$ cat config.mk
export PLATFORM = sky130hd
export DESIGN_NAME = mtimer
export DESIGN_NICKNAME = d
export VERILOG_FILES = /design/src/rtl/timer_pkg.sv /design/src/rtl/timer_prescaler.sv /design/src/rtl/mtimer.sv
export SDC_FILE = /design/constraint.sdc
export NUM_CORES = 1
export LEC_CHECK = 0
export BUFFER_PORTS_ARGS = -buffer_cell sky130_fd_sc_hd__clkbuf_2
export CAP_MARGIN = 20
export CELL_PAD_IN_SITES_DETAIL_PLACEMENT = 1
export CELL_PAD_IN_SITES_GLOBAL_PLACEMENT = 1
export CORE_MARGIN = 2
export CORE_UTILIZATION = 46
export CTS_CLUSTER_SIZE = 40
export DETAILED_ROUTE_END_ITERATION = 8
export PLACE_DENSITY = 0.86
export SYNTH_ARGS = -nofsm -noshare
export SYNTH_HDL_FRONTEND = slang
export SYNTH_SLANG_ARGS = --single-unit
$ cat constraint.sdc
create_clock -name clk -period 6.8 [get_ports clk]
set_input_delay 1.36 -clock clk [delete_from_list [all_inputs] [get_ports clk]]
set_output_delay 1.36 -clock clk [all_outputs]
set_load 0.01 [all_outputs]
$ cat src/rtl/timer_pkg.sv
// timer_pkg: register map, control bit positions and reset constants shared by the mtimer blocks.
package timer_pkg;
    localparam logic [1:0]  COMMIT_STATE    = 2'd3;
    localparam logic [2:0]  OFF_MTIME_LO    = 3'd0;
    localparam logic [2:0]  OFF_MTIME_HI    = 3'd1;
    localparam logic [2:0]  OFF_MTIMECMP_LO = 3'd2;
    localparam logic [2:0]  OFF_MTIMECMP_HI = 3'd3;
    localparam logic [2:0]  OFF_CTRL        = 3'd4;
    localparam logic [2:0]  OFF_STATUS      = 3'd5;
    localparam logic [2:0]  OFF_PRESCALE    = 3'd6;
    localparam int          CTRL_EN         = 0;
    localparam int          CTRL_IRQ_EN     = 1;
    localparam int          CTRL_RELOAD     = 2;
    localparam int          STATUS_PENDING  = 0;
    localparam logic [63:0] MTIMECMP_RST    = 64'hFFFF_FFFF_FFFF_FFFF;
endpackage

$ cat src/rtl/timer_prescaler.sv
// timer_prescaler: divides the core clock into one-cycle ticks every prescale+1 cycles while enabled.
module timer_prescaler (
    input  logic        clk,
    input  logic        rst,
    input  logic        enable,
    input  logic [15:0] prescale,
    input  logic        clear,
    output logic        tick
);
    logic [15:0] pcnt_q, pcnt_d;

    assign tick   = enable && pcnt_q == prescale;
    assign pcnt_d = (!enable || clear || tick) ? 16'd0 : pcnt_q + 16'd1;

    always_ff @(posedge clk or posedge rst) begin
        if (rst) pcnt_q <= '0;
        else     pcnt_q <= pcnt_d;
    end
endmodule

$ cat src/rtl/mtimer.sv
// mtimer: memory-mapped 64-bit machine timer with compare interrupt and prescaler.
// Define TIMER_SNAPSHOT_EN to latch MTIME_HI on a committed MTIME_LO load for tear-free 64-bit reads.
module mtimer
    import timer_pkg::*;
(
    input  logic        clk,
    input  logic        rst,
    input  logic [1:0]  state,
    input  logic        en,
    input  logic        load_enable,
    input  logic        store_enable,
    input  logic        is_lb,
    input  logic        is_lbu,
    input  logic        is_lh,
    input  logic        is_lhu,
    input  logic        is_lw,
    input  logic        is_sb,
    input  logic        is_sh,
    input  logic        is_sw,
    input  logic [31:0] address,
    input  logic [31:0] data_in,
    output logic [31:0] data_out,
    output logic        irq
);
    logic [63:0] mtime_q, mtime_d, mtimecmp_q, mtimecmp_d;
    logic [2:0]  ctrl_q, ctrl_d, off;
    logic [15:0] prescale_q, prescale_d, h;
    logic        pending_q, pending_d, irq_q, wr, tick, match, w1c;
    logic [31:0] bem, wdata, rd_word, mtime_hi_rd;
    logic [7:0]  hit, b;
    logic        unused;

    function automatic logic [31:0] merge(input logic [31:0] old, input logic [31:0] d, input logic [31:0] m);
        return (old & ~m) | (d & m);
    endfunction

    assign off    = address[4:2];
    assign wr     = en && store_enable && state == COMMIT_STATE;
    assign hit    = wr ? 8'd1 << off : 8'd0;
    // Store data is replicated into every lane; bem picks the lane(s) that actually change.
    assign wdata  = is_sb ? {4{data_in[7:0]}} : is_sh ? {2{data_in[15:0]}} : data_in;
    assign bem    = is_sw ? 32'hFFFF_FFFF
                  : is_sh ? (address[1] ? 32'hFFFF_0000 : 32'h0000_FFFF)
                  : is_sb ? 32'hFF << {address[1:0], 3'b000} : 32'h0;
    assign match  = mtime_q >= mtimecmp_q;
    assign w1c    = hit[OFF_STATUS] && bem[STATUS_PENDING] && wdata[STATUS_PENDING];
    assign unused = ^{address[31:5], is_lw};

    timer_prescaler u_prescaler (
        .clk      (clk),
        .rst      (rst),
        .enable   (ctrl_q[CTRL_EN]),
        .prescale (prescale_q),
        .clear    (hit[OFF_PRESCALE]),
        .tick     (tick)
    );

    always_comb begin
        mtime_d    = !tick ? mtime_q : (ctrl_q[CTRL_RELOAD] && match) ? 64'd0 : mtime_q + 64'd1;
        if (hit[OFF_MTIME_LO]) mtime_d[31:0]  = merge(mtime_q[31:0], wdata, bem);
        if (hit[OFF_MTIME_HI]) mtime_d[63:32] = merge(mtime_q[63:32], wdata, bem);
        mtimecmp_d = mtimecmp_q;
        if (hit[OFF_MTIMECMP_LO]) mtimecmp_d[31:0]  = merge(mtimecmp_q[31:0], wdata, bem);
        if (hit[OFF_MTIMECMP_HI]) mtimecmp_d[63:32] = merge(mtimecmp_q[63:32], wdata, bem);
        ctrl_d     = hit[OFF_CTRL] ? (ctrl_q & ~bem[2:0]) | (wdata[2:0] & bem[2:0]) : ctrl_q;
        prescale_d = hit[OFF_PRESCALE] ? (prescale_q & ~bem[15:0]) | (wdata[15:0] & bem[15:0]) : prescale_q;
        pending_d  = match || (pending_q && !w1c);
    end

    always_ff @(posedge clk or posedge rst) begin
        if (rst) begin
            mtime_q    <= '0;
            mtimecmp_q <= MTIMECMP_RST;
            ctrl_q     <= '0;
            prescale_q <= '0;
            pending_q  <= 1'b0;
            irq_q      <= 1'b0;
        end else begin
            mtime_q    <= mtime_d;
            mtimecmp_q <= mtimecmp_d;
            ctrl_q     <= ctrl_d;
            prescale_q <= prescale_d;
            pending_q  <= pending_d;
            irq_q      <= pending_q && ctrl_q[CTRL_IRQ_EN];
        end
    end

`ifdef TIMER_SNAPSHOT_EN
    logic [31:0] shadow_q;
    always_ff @(posedge clk or posedge rst) begin
        if (rst) shadow_q <= '0;
        else if (en && load_enable && state == COMMIT_STATE && off == OFF_MTIME_LO) shadow_q <= mtime_q[63:32];
    end
    assign mtime_hi_rd = shadow_q;
`else
    assign mtime_hi_rd = mtime_q[63:32];
`endif

    always_comb begin
        case (off)
            OFF_MTIME_LO:    rd_word = mtime_q[31:0];
            OFF_MTIME_HI:    rd_word = mtime_hi_rd;
            OFF_MTIMECMP_LO: rd_word = mtimecmp_q[31:0];
            OFF_MTIMECMP_HI: rd_word = mtimecmp_q[63:32];
            OFF_CTRL:        rd_word = {29'b0, ctrl_q};
            OFF_STATUS:      rd_word = {31'b0, pending_q};
            OFF_PRESCALE:    rd_word = {16'b0, prescale_q};
            default:         rd_word = '0;
        endcase
    end

    assign b        = rd_word[{address[1:0], 3'b000} +: 8];
    assign h        = address[1] ? rd_word[31:16] : rd_word[15:0];
    assign data_out = !(en && load_enable) ? 32'd0
                    : is_lb  ? {{24{b[7]}}, b}
                    : is_lbu ? {24'b0, b}
                    : is_lh  ? {{16{h[15]}}, h}
                    : is_lhu ? {16'b0, h}
                    : rd_word;
    assign irq      = irq_q;
endmodule

==> impl_summary.txt <==
----------------------------------------------------
[Clock tree]
  Longest Clk Path Bufs ... 2
  CTS Buf Count ... 17
  CTS Hold Bufs ... 0
  Clock tree from TritonCTS ... built
  # Post-CTS Setup Buffers ... 0
  Depth of the CTS H-tree ... 4
  Clock Latency Late Sink ... 460 ps
  Clock slew at reported path FFs ... roughly 70 ps
  Clock tree root driver cell ... sky130_fd_sc_hd__clkbuf_16
  CTS sink count ... 165
  Quantity of gates resized following cts ... 0

[Min path]
  Worst hold-check path type ... reg -> reg

[STA]
  Pin slew with the least headroom to its limit ... 1069 ps
  Fin crit period ... 5672 ps
  Final Hold Fails ... 0
  Worst slew margin ... 0.2671
  Clock skew after layout ... 17.54 ps
  Final-layout setup total negative slack ... 0 ps
  Upper clock frequency limit ... 176.3 MHz
  Worst hold slack after final layout ... 490.7 ps
  Final worst-path setup slack ... 1128 ps
  RSZ-0062 raised after global routing ... false
  Number of setup violations in the final report ... 0
  Number of slew-limit violations in the final report ... 0
  Tcrit/Tclk final ... 0.8342

[Synth]
  Main combinational cell family by area after synthesis ... simple AND/OR/NAND/NOR gates
  Xor and xnor area share after synthesis ... 0.02072
  Async set or reset register ratio after synthesis ... 1.000
  Net count after synthesis ... 1697
  Synth warn ... 0
  Mux cell area share after synthesis ... 0.1111
  Synthesized area per cell ... 8.172 sq um
  Number of enable flip-flop cells after synthesis ... 0
  Yosys reg bits ... 165
  Area of the mapped netlist ... 0.01268 sq mm
  Share of synthesized cell area in full adder, half adder and majority cells ... 0.06511
  Ys flop type ... sky130_fd_sc_hd__dfrtp_1
  Simple-gate area share of the yosys netlist ... 0.2108
  Synth Instances ... 1552
  Compound-gate portion of the synthesized area ... 0.2040
  Sequential fraction of the synthesis area ... 0.3319
  Post-synthesis cell type count ... 73

[Global routing]
  Aggregate global routing overflow ... 0
  Antenna violations before repair ... 3
  First-pass GRT wire length ... 78310 um
  Maximum number of pins on one net before global-route repair ... 84
  Number of global-route vias before repair ... between 10000 and 15000
  Global-route total usage across every layer ... 0.3602

[Pwr]
  Design internal power ... about 2 mW
  Fraction of power consumed by combinational cells ... 0.283
  Pwr dens ... 230.1 mW/mm^2
  Tot Pwr ... between 3 and 4 mW
  Reg power frac ... 0.388
  Part of the power in the clock network ... 0.329
  Switching power total ... 1.179 mW
  Leak ... 5.826 nW
  Switching fraction of total power ... 0.3642
  Worst IR Drop VDD ... ~0.16 mV

[Finish]
  Post-layout nets ... 1755
  Fraction of final layout cells sized beyond drive strength 1 ... 0.1725
  Area Overhead vs Synth ... 10.90%
  Final standard cell area without fillers ... 0.01407 sq mm

[Critical path]
  Arrival @ worst endpoint ... 4310 ps
  Slowest cell on crit path ... sky130_fd_sc_hd__nor2b_1
  Crit path cell chain ... clkbuf_2, nor2b_1, a21oi_1, o21ai_0, o21ai_0, o21a_1, a21o_1, nor2_1, clkbuf_2
  Category of the worst setup path launch point ... input port
  Type of the setup path with the least slack ... in -> out
  Highest net fanout along the worst path ... 25
  Element type at the critical path end ... output pin
  Critical path's largest stage delay ... 630 ps
  Required time at the worst-slack endpoint ... 5440 ps

[Outcome]
  Result of the run ... finished, final reports clean

[Floorplan]
  Die Y-Extent ... 170.1 um
  Die outline area ... 0.02892 sq mm
  Starting density of the core ... 0.4693
  Core Area ... between 0.02 and 0.03 sq mm
  FP Rows ... 60
  # IOs ... 112
  Horizontal die dimension ... 170.1 um

[Drt]
  Routed wire per std cell ... roughly 26 um
  Drt via density ... 6.716
  Vias ... 13200
  DRC marker count from the first detailed-route iteration ... 1334
  Total Routed Length ... between 50000 and 60000 um
  Drt first pass iters ... 5
  Remaining antenna violation count ... 0
  DRC violation count after routing ... 0

[Place]
  Post-DP Area ... 0.01339 sq mm
  Post-placement worst setup slack ... 1263 ps
  Number of input and output port buffers inserted ... 83
  Post-DP HPWL ... 38050 um
  Final weighted congestion in routability-driven placement ... 0.9600

[Flow run]
  Max-capacitance violation count ... 0

----------------------------------------------------
## kinds of logic (layout without fill, tap and decap cells)
family          count (synthesis)  count (layout)
fa+ha+maj                      66              66
mux                           105             105
xor+xnor                       30              30
flops                         165             165
compound gates                425             425
other cells                     0               2
simple gates                  584             584
buf+inv                       177             248
## Yosys cell counts, types with 22 or more instances
cell	n	area, sq um
sky130_fd_sc_hd__nor2_1	221	829.6
sky130_fd_sc_hd__a21oi_1	154	770.7
sky130_fd_sc_hd__nand2_1	154	578.1
sky130_fd_sc_hd__inv_1	102	382.9
sky130_fd_sc_hd__dfrtp_1	101	2527
sky130_fd_sc_hd__o21ai_0	90	450.4
sky130_fd_sc_hd__ha_1	66	825.8
sky130_fd_sc_hd__dfstp_2	64	1682
sky130_fd_sc_hd__mux2i_1	53	530.5
sky130_fd_sc_hd__nand3_1	50	250.2
sky130_fd_sc_hd__clkbuf_1	47	176.4
sky130_fd_sc_hd__nor3_1	39	195.2
sky130_fd_sc_hd__nand4_1	36	225.2
sky130_fd_sc_hd__mux2_2	26	292.8
sky130_fd_sc_hd__mux4_2	26	585.6
sky130_fd_sc_hd__o21ai_1	22	110.1
sky130_fd_sc_hd__xnor2_1	22	192.7
## area by class of cell
| cell class | instances | area (sq um) |
|---|---|---|
| tap | 341 | 426.7 |
| timing repair buffer | 113 | 644.4 |
| multi-input combinational | 1210 | 7759 |
| clock buffer | 22 | 485.5 |
| antenna | 2 | 5.005 |
| clock inverter | 10 | 145.1 |
| sequential | 165 | 4209 |
| fill | 3263 | 12960 |
| inverter | 103 | 391.6 |
## critical path: cells and delay by family
family	cells	cell delay, ps
buf+inv	2	600
simple gates	2	850
compound gates	5	1470
## metrics by stage
step	util	std cells
global route	0.5203	1964
finish	0.5205	1966
floorplan	-	1552
global placement	0.4943	1923
detailed placement	0.4953	1926
CTS	0.5186	1958
## final timing paths
kind | slack [ps] | endpoint | depth (start not counted) | start
max | 1130 | data_out[9] | 9 | address[2]
min | 490 | flip-flop | 2 | flip-flop
max reg2reg | 2440 | flip-flop | 11 | flip-flop
min reg2reg | 490 | flip-flop | 2 | flip-flop
max in group asynchronous | 4580 | asynchronous set/reset pin | 3 | rst
min in group asynchronous | 1050 | u_prescaler.pcnt_q[14] | 2 | rst
## layer usage
metal	track usage	part of all wire	vias to the layer above
li1	-	-	5706
met1	0.4570	0.40	6567
met2	0.5596	0.44	711
met3	0.07651	0.090	217
met4	0.2285	0.072	2
met5	0	0.00021	-
## power by group through the flow
stage | clock network [mW] | logic, mW | registers [mW]
floorplan | 0 | 0.598 | 1.20
global placement | 0 | 0.822 | 1.25
detailed placement | 0 | 0.870 | 1.26
CTS | 1.07 | 0.887 | 1.25
global route | 1.10 | 0.987 | 1.26
finish | 1.07 | 0.915 | 1.26
## cells in the final DEF, fill, tap and decap left out, types with 22 or more instances in the layout
cell,count
sky130_fd_sc_hd__o21ai_0,90
sky130_fd_sc_hd__dfstp_2,64
sky130_fd_sc_hd__nand4_1,36
sky130_fd_sc_hd__nor3_1,39
sky130_fd_sc_hd__buf_4,29
sky130_fd_sc_hd__clkbuf_2,83
sky130_fd_sc_hd__nand2_1,154
sky130_fd_sc_hd__dfrtp_1,101
sky130_fd_sc_hd__mux2i_1,53
sky130_fd_sc_hd__nand3_1,50
sky130_fd_sc_hd__a21oi_1,154
sky130_fd_sc_hd__nor2_1,221
sky130_fd_sc_hd__ha_1,66
sky130_fd_sc_hd__o21ai_1,22
sky130_fd_sc_hd__inv_1,101
sky130_fd_sc_hd__xnor2_1,22
sky130_fd_sc_hd__mux4_2,26
sky130_fd_sc_hd__mux2_2,26
No activity file was read; power rests on OpenSTA's default activity.
